--- src/rtl/mem_access_controller.sv ---
// UART-framed memory access controller: decodes read/write frames, issues a one-cycle
// memory request, and returns either a read response or an ACK/NAK byte.
module mem_access_controller #(
  parameter int RSP_TIMEOUT = 16,
  parameter int RX_GAP      = 255
) (
  input  logic        clk,
  input  logic        rst_n,
  input  logic        rx_valid,
  input  logic [7:0]  rx_byte,
  input  logic        tx_ready,
  output logic        tx_valid,
  output logic [7:0]  tx_byte,
  input  logic        enable,
  output logic        write_mem_req,
  output logic        target_mem_type,
  output logic [8:0]  target_addr,
  output logic        rw_flag,
  output logic [31:0] wr_data,
  input  logic        imem_rsp_valid,
  input  logic [41:0] imem_rsp,
  input  logic        dmem_rsp_valid,
  input  logic [41:0] dmem_rsp,
  output logic        busy
);

  localparam logic [2:0] S_IDLE     = 3'd0;
  localparam logic [2:0] S_ADDR     = 3'd1;
  localparam logic [2:0] S_DATA     = 3'd2;
  localparam logic [2:0] S_ISSUE    = 3'd3;
  localparam logic [2:0] S_WAIT_RSP = 3'd4;
  localparam logic [2:0] S_SEND     = 3'd5;
  localparam logic [2:0] S_ACK      = 3'd6;

  localparam logic [7:0] ACK_BYTE = 8'hAA;
  localparam logic [7:0] NAK_BYTE = 8'hEE;

  localparam int GAP_W = $clog2(RX_GAP + 1);
  localparam int TO_W  = $clog2(RSP_TIMEOUT + 1);
  localparam logic [GAP_W-1:0] GAP_LAST = GAP_W'(RX_GAP - 1);
  localparam logic [TO_W-1:0]  TO_LAST  = TO_W'(RSP_TIMEOUT - 1);

  logic [2:0]       r_state;
  logic             r_cmd_rw;
  logic             r_cmd_mt;
  logic [8:0]       r_frame_addr;
  logic [31:0]      r_frame_data;
  logic [1:0]       r_byte_cnt;
  logic [GAP_W-1:0] r_gap;
  logic [TO_W-1:0]  r_to;
  logic [41:0]      r_rsp;
  logic [2:0]       r_tx_idx;
  logic             r_tx_valid;
  logic [7:0]       r_tx_byte;
  logic             r_mem_req;
  logic             r_tgt_mt;
  logic [8:0]       r_tgt_addr;
  logic             r_rw;
  logic [31:0]      r_wr_data;

  logic             w_rsp_hit;
  logic [41:0]      w_rsp_sel;

  // Only the memory addressed by the last issued request may answer.
  assign w_rsp_hit = r_tgt_mt ? imem_rsp_valid : dmem_rsp_valid;
  assign w_rsp_sel = r_tgt_mt ? imem_rsp : dmem_rsp;

  function automatic logic [7:0] rsp_byte(input logic [41:0] rsp, input logic [2:0] idx);
    case (idx)
      3'd0:    rsp_byte = {6'b0, rsp[41:40]};
      3'd1:    rsp_byte = rsp[39:32];
      3'd2:    rsp_byte = rsp[31:24];
      3'd3:    rsp_byte = rsp[23:16];
      3'd4:    rsp_byte = rsp[15:8];
      default: rsp_byte = rsp[7:0];
    endcase
  endfunction

  // NOTE: every register here, including the captured response, is cleared by reset so
  // an aborted frame or transmission leaves nothing behind to leak into the next one.
  always_ff @(posedge clk) begin
    if (!rst_n) begin
      r_state      <= S_IDLE;
      r_cmd_rw     <= 1'b0;
      r_cmd_mt     <= 1'b0;
      r_frame_addr <= '0;
      r_frame_data <= '0;
      r_byte_cnt   <= '0;
      r_gap        <= '0;
      r_to         <= '0;
      r_rsp        <= '0;
      r_tx_idx     <= '0;
      r_tx_valid   <= 1'b0;
      r_tx_byte    <= '0;
      r_mem_req    <= 1'b0;
      r_tgt_mt     <= 1'b0;
      r_tgt_addr   <= '0;
      r_rw         <= 1'b0;
      r_wr_data    <= '0;
    end else begin
      // NOTE: non-blocking assignments throughout, so every branch reads the state that
      // was present at the clock edge regardless of statement order.
      r_mem_req <= 1'b0;
      case (r_state)
        S_IDLE: begin
          if (rx_valid) begin
            r_cmd_rw        <= rx_byte[7];
            r_cmd_mt        <= rx_byte[6];
            r_frame_addr[8] <= rx_byte[0];
            r_frame_data    <= '0;
            r_gap           <= '0;
            r_state         <= S_ADDR;
          end
        end
        S_ADDR: begin
          if (rx_valid) begin
            r_frame_addr[7:0] <= rx_byte;
            r_gap             <= '0;
            r_byte_cnt        <= '0;
            r_state           <= r_cmd_rw ? S_DATA : S_ISSUE;
          end else if (r_gap == GAP_LAST) begin
            r_state <= S_IDLE;
          end else begin
            r_gap <= r_gap + 1'b1;
          end
        end
        S_DATA: begin
          if (rx_valid) begin
            r_frame_data <= {r_frame_data[23:0], rx_byte};
            r_gap        <= '0;
            r_byte_cnt   <= r_byte_cnt + 1'b1;
            if (r_byte_cnt == 2'd3) r_state <= S_ISSUE;
          end else if (r_gap == GAP_LAST) begin
            r_state <= S_IDLE;
          end else begin
            r_gap <= r_gap + 1'b1;
          end
        end
        S_ISSUE: begin
          if (enable) begin
            r_tx_valid <= 1'b1;
            r_tx_byte  <= NAK_BYTE;
            r_state    <= S_ACK;
          end else begin
            r_mem_req  <= 1'b1;
            r_tgt_mt   <= r_cmd_mt;
            r_tgt_addr <= r_frame_addr;
            r_rw       <= r_cmd_rw;
            r_wr_data  <= r_frame_data;
            r_to       <= '0;
            if (r_cmd_rw) begin
              r_tx_valid <= 1'b1;
              r_tx_byte  <= ACK_BYTE;
              r_state    <= S_ACK;
            end else begin
              r_state <= S_WAIT_RSP;
            end
          end
        end
        S_WAIT_RSP: begin
          if (w_rsp_hit) begin
            r_rsp      <= w_rsp_sel;
            r_tx_valid <= 1'b1;
            r_tx_byte  <= rsp_byte(w_rsp_sel, 3'd0);
            r_tx_idx   <= '0;
            r_state    <= S_SEND;
          end else if (r_to == TO_LAST) begin
            r_tx_valid <= 1'b1;
            r_tx_byte  <= NAK_BYTE;
            r_state    <= S_ACK;
          end else begin
            r_to <= r_to + 1'b1;
          end
        end
        S_SEND: begin
          if (r_tx_valid && tx_ready) begin
            if (r_tx_idx == 3'd5) begin
              r_tx_valid <= 1'b0;
              r_state    <= S_IDLE;
            end else begin
              r_tx_idx  <= r_tx_idx + 1'b1;
              r_tx_byte <= rsp_byte(r_rsp, r_tx_idx + 3'd1);
            end
          end
        end
        S_ACK: begin
          if (r_tx_valid && tx_ready) begin
            r_tx_valid <= 1'b0;
            r_state    <= S_IDLE;
          end
        end
        default: r_state <= S_IDLE;
      endcase
    end
  end

  assign tx_valid        = r_tx_valid;
  assign tx_byte         = r_tx_byte;
  assign write_mem_req   = r_mem_req;
  assign target_mem_type = r_tgt_mt;
  assign target_addr     = r_tgt_addr;
  assign rw_flag         = r_rw;
  assign wr_data         = r_wr_data;
  assign busy            = (r_state != S_IDLE);

endmodule

--- config.mk ---
export PLATFORM = sky130hd
export DESIGN_NAME = mem_access_controller
export DESIGN_NICKNAME = d
export VERILOG_FILES = /design/src/rtl/mem_access_controller.sv
export SDC_FILE = /design/constraint.sdc
export NUM_CORES = 1
export LEC_CHECK = 0
export ABC_AREA = 1
export CORE_MARGIN = 2
export CORE_UTILIZATION = 30
export DETAILED_ROUTE_END_ITERATION = 16
export PLACE_DENSITY_LB_ADDON = 0.05
export SYNTH_ARGS = -nofsm -noshare
export SYNTH_HDL_FRONTEND = slang
export SYNTH_SLANG_ARGS = --single-unit
--- constraint.sdc ---
create_clock -name clk -period 4.4 [get_ports clk]
set_input_delay 0.44 -clock clk [delete_from_list [all_inputs] [get_ports clk]]
set_output_delay 0.44 -clock clk [all_outputs]
set_load 0.03 [all_outputs]
==> results.cfg, run 1 <==
[layout]
layout.nets = 1176
insertedDiodeCount = 0
post_route_cells_drive_above_1_share = 0.0731
synthToLayoutAreaGrowth_pct = 33.3

[drt]
length_of_the_first_detailed_routing_pass_in_iterations = 4
final_antenna_net_count = 0
route.detailed.wl_per_inst_um = 15.3
detailed_route_vias_per_instance = 4.76
detail_route.wirelength_um = 20900
drc = 0
vias = 6498
drt_iter0_drc = 364

[placement]
gp_congestion = 0.760
port-buffer-count = 152
pre_cts_slack_ns = 1.64
post-dp-hpwl_um = 14500

[grt]
wire_length_of_the_first_global_routing_pass_um = 33900
grt-busiest-layer = met2
grt_pass1_vias = 6382
grt_antenna_before_repair = 0
gr_util_all_layers = 0.178
globalRouteMet2Util = 0.272
grt_use_met3 = 0.0348
use_met1 = 0.261
maximum_number_of_pins_on_one_net_before_global_route_repair = 101
globalRoute.totalOverflow = 0

[clock_tree]
cts_setup_buffers = 0
clk_root_buffer_cell = sky130_fd_sc_hd__clkbuf_16
htreeDepth = 4
hold_buffers = 0
ctsLongestPathBuffers = 2
tritoncts = built
clock_latency_ns = 0.43
clock_buffers_created_by_tritoncts = 17
tritoncts_num_sinks = 159
ctsResizeCount = 0
path_clk_slew_ns = 0.08

[setup_path]
worstSetupStartpointType = flip-flop
worst-endpoint-required_ns = 4.75
worstPathMaxFanout = 46
timing.setup.critical_path_class = flip-flop to flip-flop
worst_setup_path_end_kind = flip-flop
arrival_ns = 2.87

[sta]
finalWorstPathRequiredPeriod_ns = 2.52
maxSlewHeadroom = 0.312
postLayoutSetupSlackWorst_ns = 1.88
final.period_utilization = 0.573
finalMaxSlewViolations = 0
finClkSkew_ns = 0.0121
timing.fmax_mhz = 396
worst_slew_pin_slew_ns = 1.03
rsz0062_at_grt = no
finalSetupViolCount = 0
final_hold_viol_count = 0
finalSetupTns_ns = 0

[yosys]
postSynthRegisterBits = 159
seq_area_frac_synth = 0.466
syn_area_mm2 = 0.00683
synth.avg_cell_area_um2 = 7.26
netlist-cell-type-count = 33
syn_inst = 941
synth.net_count = 1050
ys_warn_count = 0

[floorplanning]
core_mm2 = 0.0225
initial_utilization = 0.304
placement_rows = 55
floorplan.die.width_um = 155
top_level_ports = 153
floorplan.die.height_um = 155
die-area_mm2 = 0.0240

[pwr]
power.static_leakage_nw = 3.59
finalPower_w = 0.00371
ir_drop_mv = 0.229
powerDensity_mw_per_mm2 = 407

[run]
max-cap-violations = 0

[outcome]
run_status = finished, final reports clean

[hold_path]
hold_path_class = flip-flop to flip-flop
==> logic make-up (layout without fill, tap and decap cells) <==
kind of cell / Yosys count / after routing / share of synthesized area
xor+xnor: 4 / 4 / 0.00513
simple gates: 434 / 434 / 0.269
flops: 159 / 159 / 0.466
compound gates: 220 / 220 / 0.174
fa+ha+maj: 10 / 10 / 0.0183
buf+inv: 114 / 253 / 0.0674
==> placed cells by master (no fill, tap or decap), types with 2 or more instances in the layout <==
cell                              instances
sky130_fd_sc_hd__a211oi_1                 5
sky130_fd_sc_hd__a21oi_1                 60
sky130_fd_sc_hd__a31oi_1                 41
sky130_fd_sc_hd__buf_4                    7
sky130_fd_sc_hd__clkbuf_16               17
sky130_fd_sc_hd__clkdlybuf4s50_1        151
sky130_fd_sc_hd__clkinv_1                 2
sky130_fd_sc_hd__clkinv_2                 2
sky130_fd_sc_hd__clkinv_4                 2
sky130_fd_sc_hd__clkinv_8                 2
sky130_fd_sc_hd__dfxtp_1                158
sky130_fd_sc_hd__ha_1                    10
sky130_fd_sc_hd__inv_1                   48
sky130_fd_sc_hd__inv_2                   11
sky130_fd_sc_hd__inv_6                    4
sky130_fd_sc_hd__inv_8                    4
sky130_fd_sc_hd__nand2_1                290
sky130_fd_sc_hd__nand2_2                  5
sky130_fd_sc_hd__nand2_4                  2
sky130_fd_sc_hd__nand3_1                 62
sky130_fd_sc_hd__nand3_2                  4
sky130_fd_sc_hd__nand4_1                  9
sky130_fd_sc_hd__nor2_1                  46
sky130_fd_sc_hd__nor2_2                   7
sky130_fd_sc_hd__nor2_4                   4
sky130_fd_sc_hd__nor3_1                   4
sky130_fd_sc_hd__o211ai_1                 2
sky130_fd_sc_hd__o21ai_0                 92
sky130_fd_sc_hd__o21ai_1                 16
sky130_fd_sc_hd__xnor2_1                  2
sky130_fd_sc_hd__xor2_1                   2
==> path summary, 6_finish.rpt <==
path	to	startpoint	depth (start not counted)	slack, ns
hold / removal	target_addr[0]$_SDFFE_PN0P_	r_frame_addr[0]$_SDFFE_PN0P_	2	0.44
setup reg to reg	r_rsp[20]$_SDFFE_PN0P_	target_mem_type$_SDFFE_PN0P_	8	1.88
hold reg to reg	target_addr[0]$_SDFFE_PN0P_	r_frame_addr[0]$_SDFFE_PN0P_	2	0.44
setup / recovery	r_rsp[20]$_SDFFE_PN0P_	target_mem_type$_SDFFE_PN0P_	8	1.88
==> state kept, by name, summed over array words and instances, names as in the netlist, 2 cells and up <==
signal	count
r_rsp	42
r_frame_data	32
wr_data	32
r_frame_addr	9
target_addr	9
r_gap	8
tx_byte	8
r_to	5
r_state	3
r_tx_idx	3
r_byte_cnt	2
==> synthesized netlist by cell type, drive strengths merged <==
| library cell | count | area (um2) |
|---|---|---|
| inv | 60 | 228 |
| xnor2 | 2 | 17.5 |
| o22ai | 1 | 6.26 |
| a21oi | 62 | 325 |
| nor3 | 4 | 20.0 |
| xor2 | 2 | 17.5 |
| dfxtp | 159 | 3180 |
| a31oi | 41 | 257 |
| clkinv | 2 | 7.51 |
| nand3 | 66 | 350 |
| o21ai | 109 | 549 |
| clkbuf | 35 | 131 |
| nand4 | 9 | 56.3 |
| or2 | 1 | 6.26 |
| a211oi | 5 | 37.5 |
| o211ai | 2 | 15.0 |
| ha | 10 | 125 |
| nand2 | 297 | 1140 |
| nor2 | 57 | 262 |
| buf | 17 | 93.8 |
==> cell type report <==
cell class | count | area, um2
clock buffers | 17 | 425
clock inverters | 15 | 148
fillers | 2407 | 13400
inverters | 62 | 235
multi-input cells | 668 | 3190
flip-flops and latches | 159 | 3180
well taps | 285 | 357
repair buffers | 159 | 1570
==> report_power, final <==
| part | switching [W] | total (W) | internal (W) | leakage (nW) |
|---|---|---|---|---|
| Sequential | 0.0000641 | 0.00158 | 0.00152 | 1.28 |
| Clock | 0.000691 | 0.00144 | 0.000754 | 0.282 |
| Combinational | 0.000432 | 0.000682 | 0.000250 | 2.03 |
==> worst max-delay path: stages (launching register included) <==
cell and delay (ns):
sky130_fd_sc_hd__dfxtp_2 0.35, sky130_fd_sc_hd__inv_4 0.34, sky130_fd_sc_hd__nand2_1 0.15, sky130_fd_sc_hd__nand2_1 0.12, sky130_fd_sc_hd__nand2_2 0.11, sky130_fd_sc_hd__inv_2 0.57
sky130_fd_sc_hd__buf_4 0.45, sky130_fd_sc_hd__o21ai_0 0.13, sky130_fd_sc_hd__a31oi_1 0.20
==> per-stage QoR <==
stage / hold WS, ns / cells / area, um2 / util
2_1_floorplan: 0.412 / 941 / 6830 / -
4_1_cts: 0.440 / 1365 / 9100 / 0.405
5_1_grt: 0.457 / 1365 / 9100 / 0.405
6_report: 0.438 / 1365 / 9100 / 0.405
3_5_place_dp: 0.431 / 1333 / 8530 / 0.379
3_3_place_gp: 0.423 / 1333 / 8530 / 0.379
==> metal layers <==
layer	share of wire	wire [um]	vias up
li1	-	-	3365
met4	0.0067	140	0
met5	0	0	-
met3	0.030	621	10
met1	0.52	11000	3021
met2	0.44	9170	102
No activity file was read; power rests on OpenSTA's default activity.
==> run 2, diff against run 1 <==
==> constraint.sdc (replaced) <==
create_clock -name clk -period 2.6 [get_ports clk]
set_input_delay 0.26 -clock clk [delete_from_list [all_inputs] [get_ports clk]]
set_output_delay 0.26 -clock clk [all_outputs]
set_load 0.03 [all_outputs]
==> results.cfg, run 2 (synthesis gave the netlist of run 1 again) <==
[drt]
drc = 0
length_of_the_first_detailed_routing_pass_in_iterations = 5
detail_route.wirelength_um = 20500
final_antenna_net_count = 0
route.detailed.wl_per_inst_um = 14.9
drt_iter0_drc = 421
vias = 6493
detailed_route_vias_per_instance = 4.74

[pwr]
powerDensity_mw_per_mm2 = 691
power.static_leakage_nw = 3.63
ir_drop_mv = 0.330

[sta]
finalWorstPathRequiredPeriod_ns = 2.17
final_hold_viol_count = 0
worst_slew_pin_slew_ns = 0.574
timing.fmax_mhz = 461
whs_ns = 0.397
finalSetupViolCount = 0
finalSetupTns_ns = 0
finalMaxSlewViolations = 0
maxSlewHeadroom = 0.617
rsz0062_at_grt = no
finClkSkew_ns = 0.00931
final.period_utilization = 0.834

[floorplanning]
die-area_mm2 = 0.0240
initial_utilization = 0.304
placement_rows = 55
floorplan.die.width_um = 155
floorplan.die.height_um = 155
core_mm2 = 0.0225
top_level_ports = 153

[placement]
port-buffer-count = 152
post-dp-hpwl_um = 14500
gp_congestion = 0.790

[layout]
fillers = 2361
layout.nets = 1182
commonest_non_fill_non_tap_cells_in_the_layout = sky130_fd_sc_hd__nand2_1, sky130_fd_sc_hd__dfxtp_1, sky130_fd_sc_hd__clkdlybuf4s50_1
registers.top_by_ff_count = r_rsp
largest_register_ffs = 42
synthToLayoutAreaGrowth_pct = 34.6
insertedDiodeCount = 0
post_route_cells_drive_above_1_share = 0.0783
mostFrequentLayoutCell = sky130_fd_sc_hd__nand2_1

[grt]
wire_length_of_the_first_global_routing_pass_um = 33400
globalRoute.totalOverflow = 0
gr_util_all_layers = 0.174
grt_pass1_vias = 6288
maximum_number_of_pins_on_one_net_before_global_route_repair = 83
grt_antenna_before_repair = 0

[setup_path]
crit-reg2reg-launch = r_to[1]$_SDFFE_PN0P_
r2r_cells = 11
worstPathMaxFanout = 8
worst_setup_path_end_kind = output port
timing.setup.critical_path_class = flip-flop to output port
worstReg2RegEnd = tx_byte[2]$_SDFFE_PN0P_
worst-endpoint-required_ns = 2.34
arrival_ns = 1.91
worstSetupStartpointType = flip-flop
worst-r2r-setup-slack_ns = 0.59

[clock_tree]
htreeDepth = 4
clk_root_buffer_cell = sky130_fd_sc_hd__clkbuf_16
cts_setup_buffers = 0
clock_latency_ns = 0.43
hold_buffers = 0
ctsLongestPathBuffers = 2
ctsResizeCount = 0
clock_buffers_created_by_tritoncts = 17
path_clk_slew_ns = 0.07
tritoncts_num_sinks = 159
tritoncts = built

[outcome]
run_status = finished, final reports clean

[run]
max-cap-violations = 0

[hold_path]
hold_wc_startpoint = imem_rsp[37]
end_point_of_the_worst_hold_path = r_rsp[37]$_SDFFE_PN0P_
holdPathStages = 3
hold_path_class = input port to flip-flop
[run 2: per-layer routing]
layer  up-vias  track usage  routed length (um)
met5         -            0                   0
met1      2990        0.254               10800
met2       121        0.265                8780
met4         0       0.0379                 154
li1       3372            -                   -
met3        10       0.0365                 765
[run 2: layout make-up]
cell class                      instances  area [um2]  share of cell area
Clock buffer                           17         425              0.0463
Clock inverter                         15         164              0.0178
Inverter                               62         235              0.0256
Multi-Input combinational cell        668        3190               0.347
Sequential cell                       159        3180               0.346
Tap cell                              285         357              0.0388
Timing Repair Buffer                  165        1640               0.178
[run 2: report_power, final]
part / internal (W) / leakage (nW) / switching [W]
clock: 0.00130 / 0.291 / 0.00120
combinational: 0.000435 / 2.06 / 0.000734
sequential: 0.00257 / 1.28 / 0.000112
[run 2: worst max path at each step]
| stage | to | from |
|---|---|---|
| 2_1_floorplan | tx_byte[2]$_SDFFE_PN0P_ | r_to[1]$_SDFFE_PN0P_ |
| 3_3_place_gp | tx_byte[2]$_SDFFE_PN0P_ | enable |
| 3_5_place_dp | tx_byte[2]$_SDFFE_PN0P_ | r_to[1]$_SDFFE_PN0P_ |
| 4_1_cts | busy | r_state[2]$_SDFFE_PN0P_ |
| 5_1_grt | busy | r_state[2]$_SDFFE_PN0P_ |
| 6_report | busy | r_state[2]$_SDFFE_PN0P_ |
[run 2: stage by stage]
| stage | utilization | std cells | worst slack, ns | cell area (um2) | total power [W] |
|---|---|---|---|---|---|
| CTS | 0.408 | 1371 | 0.405 | 9190 | 0.00643 |
| finish | 0.408 | 1371 | 0.431 | 9190 | 0.00635 |
| global placement | 0.382 | 1339 | 0.655 | 8600 | 0.00393 |
| floorplan | - | 941 | 0.925 | 6830 | 0.00345 |
| global route | 0.408 | 1371 | 0.319 | 9190 | 0.00667 |
| detailed placement | 0.382 | 1339 | 0.600 | 8600 | 0.00392 |
[run 2: critical path, stage by stage (launching register included)]
cell,delay (ns)
sky130_fd_sc_hd__dfxtp_1,0.54
sky130_fd_sc_hd__nor2_1,0.12
sky130_fd_sc_hd__nand2_1,0.13
sky130_fd_sc_hd__clkdlybuf4s50_1,0.69
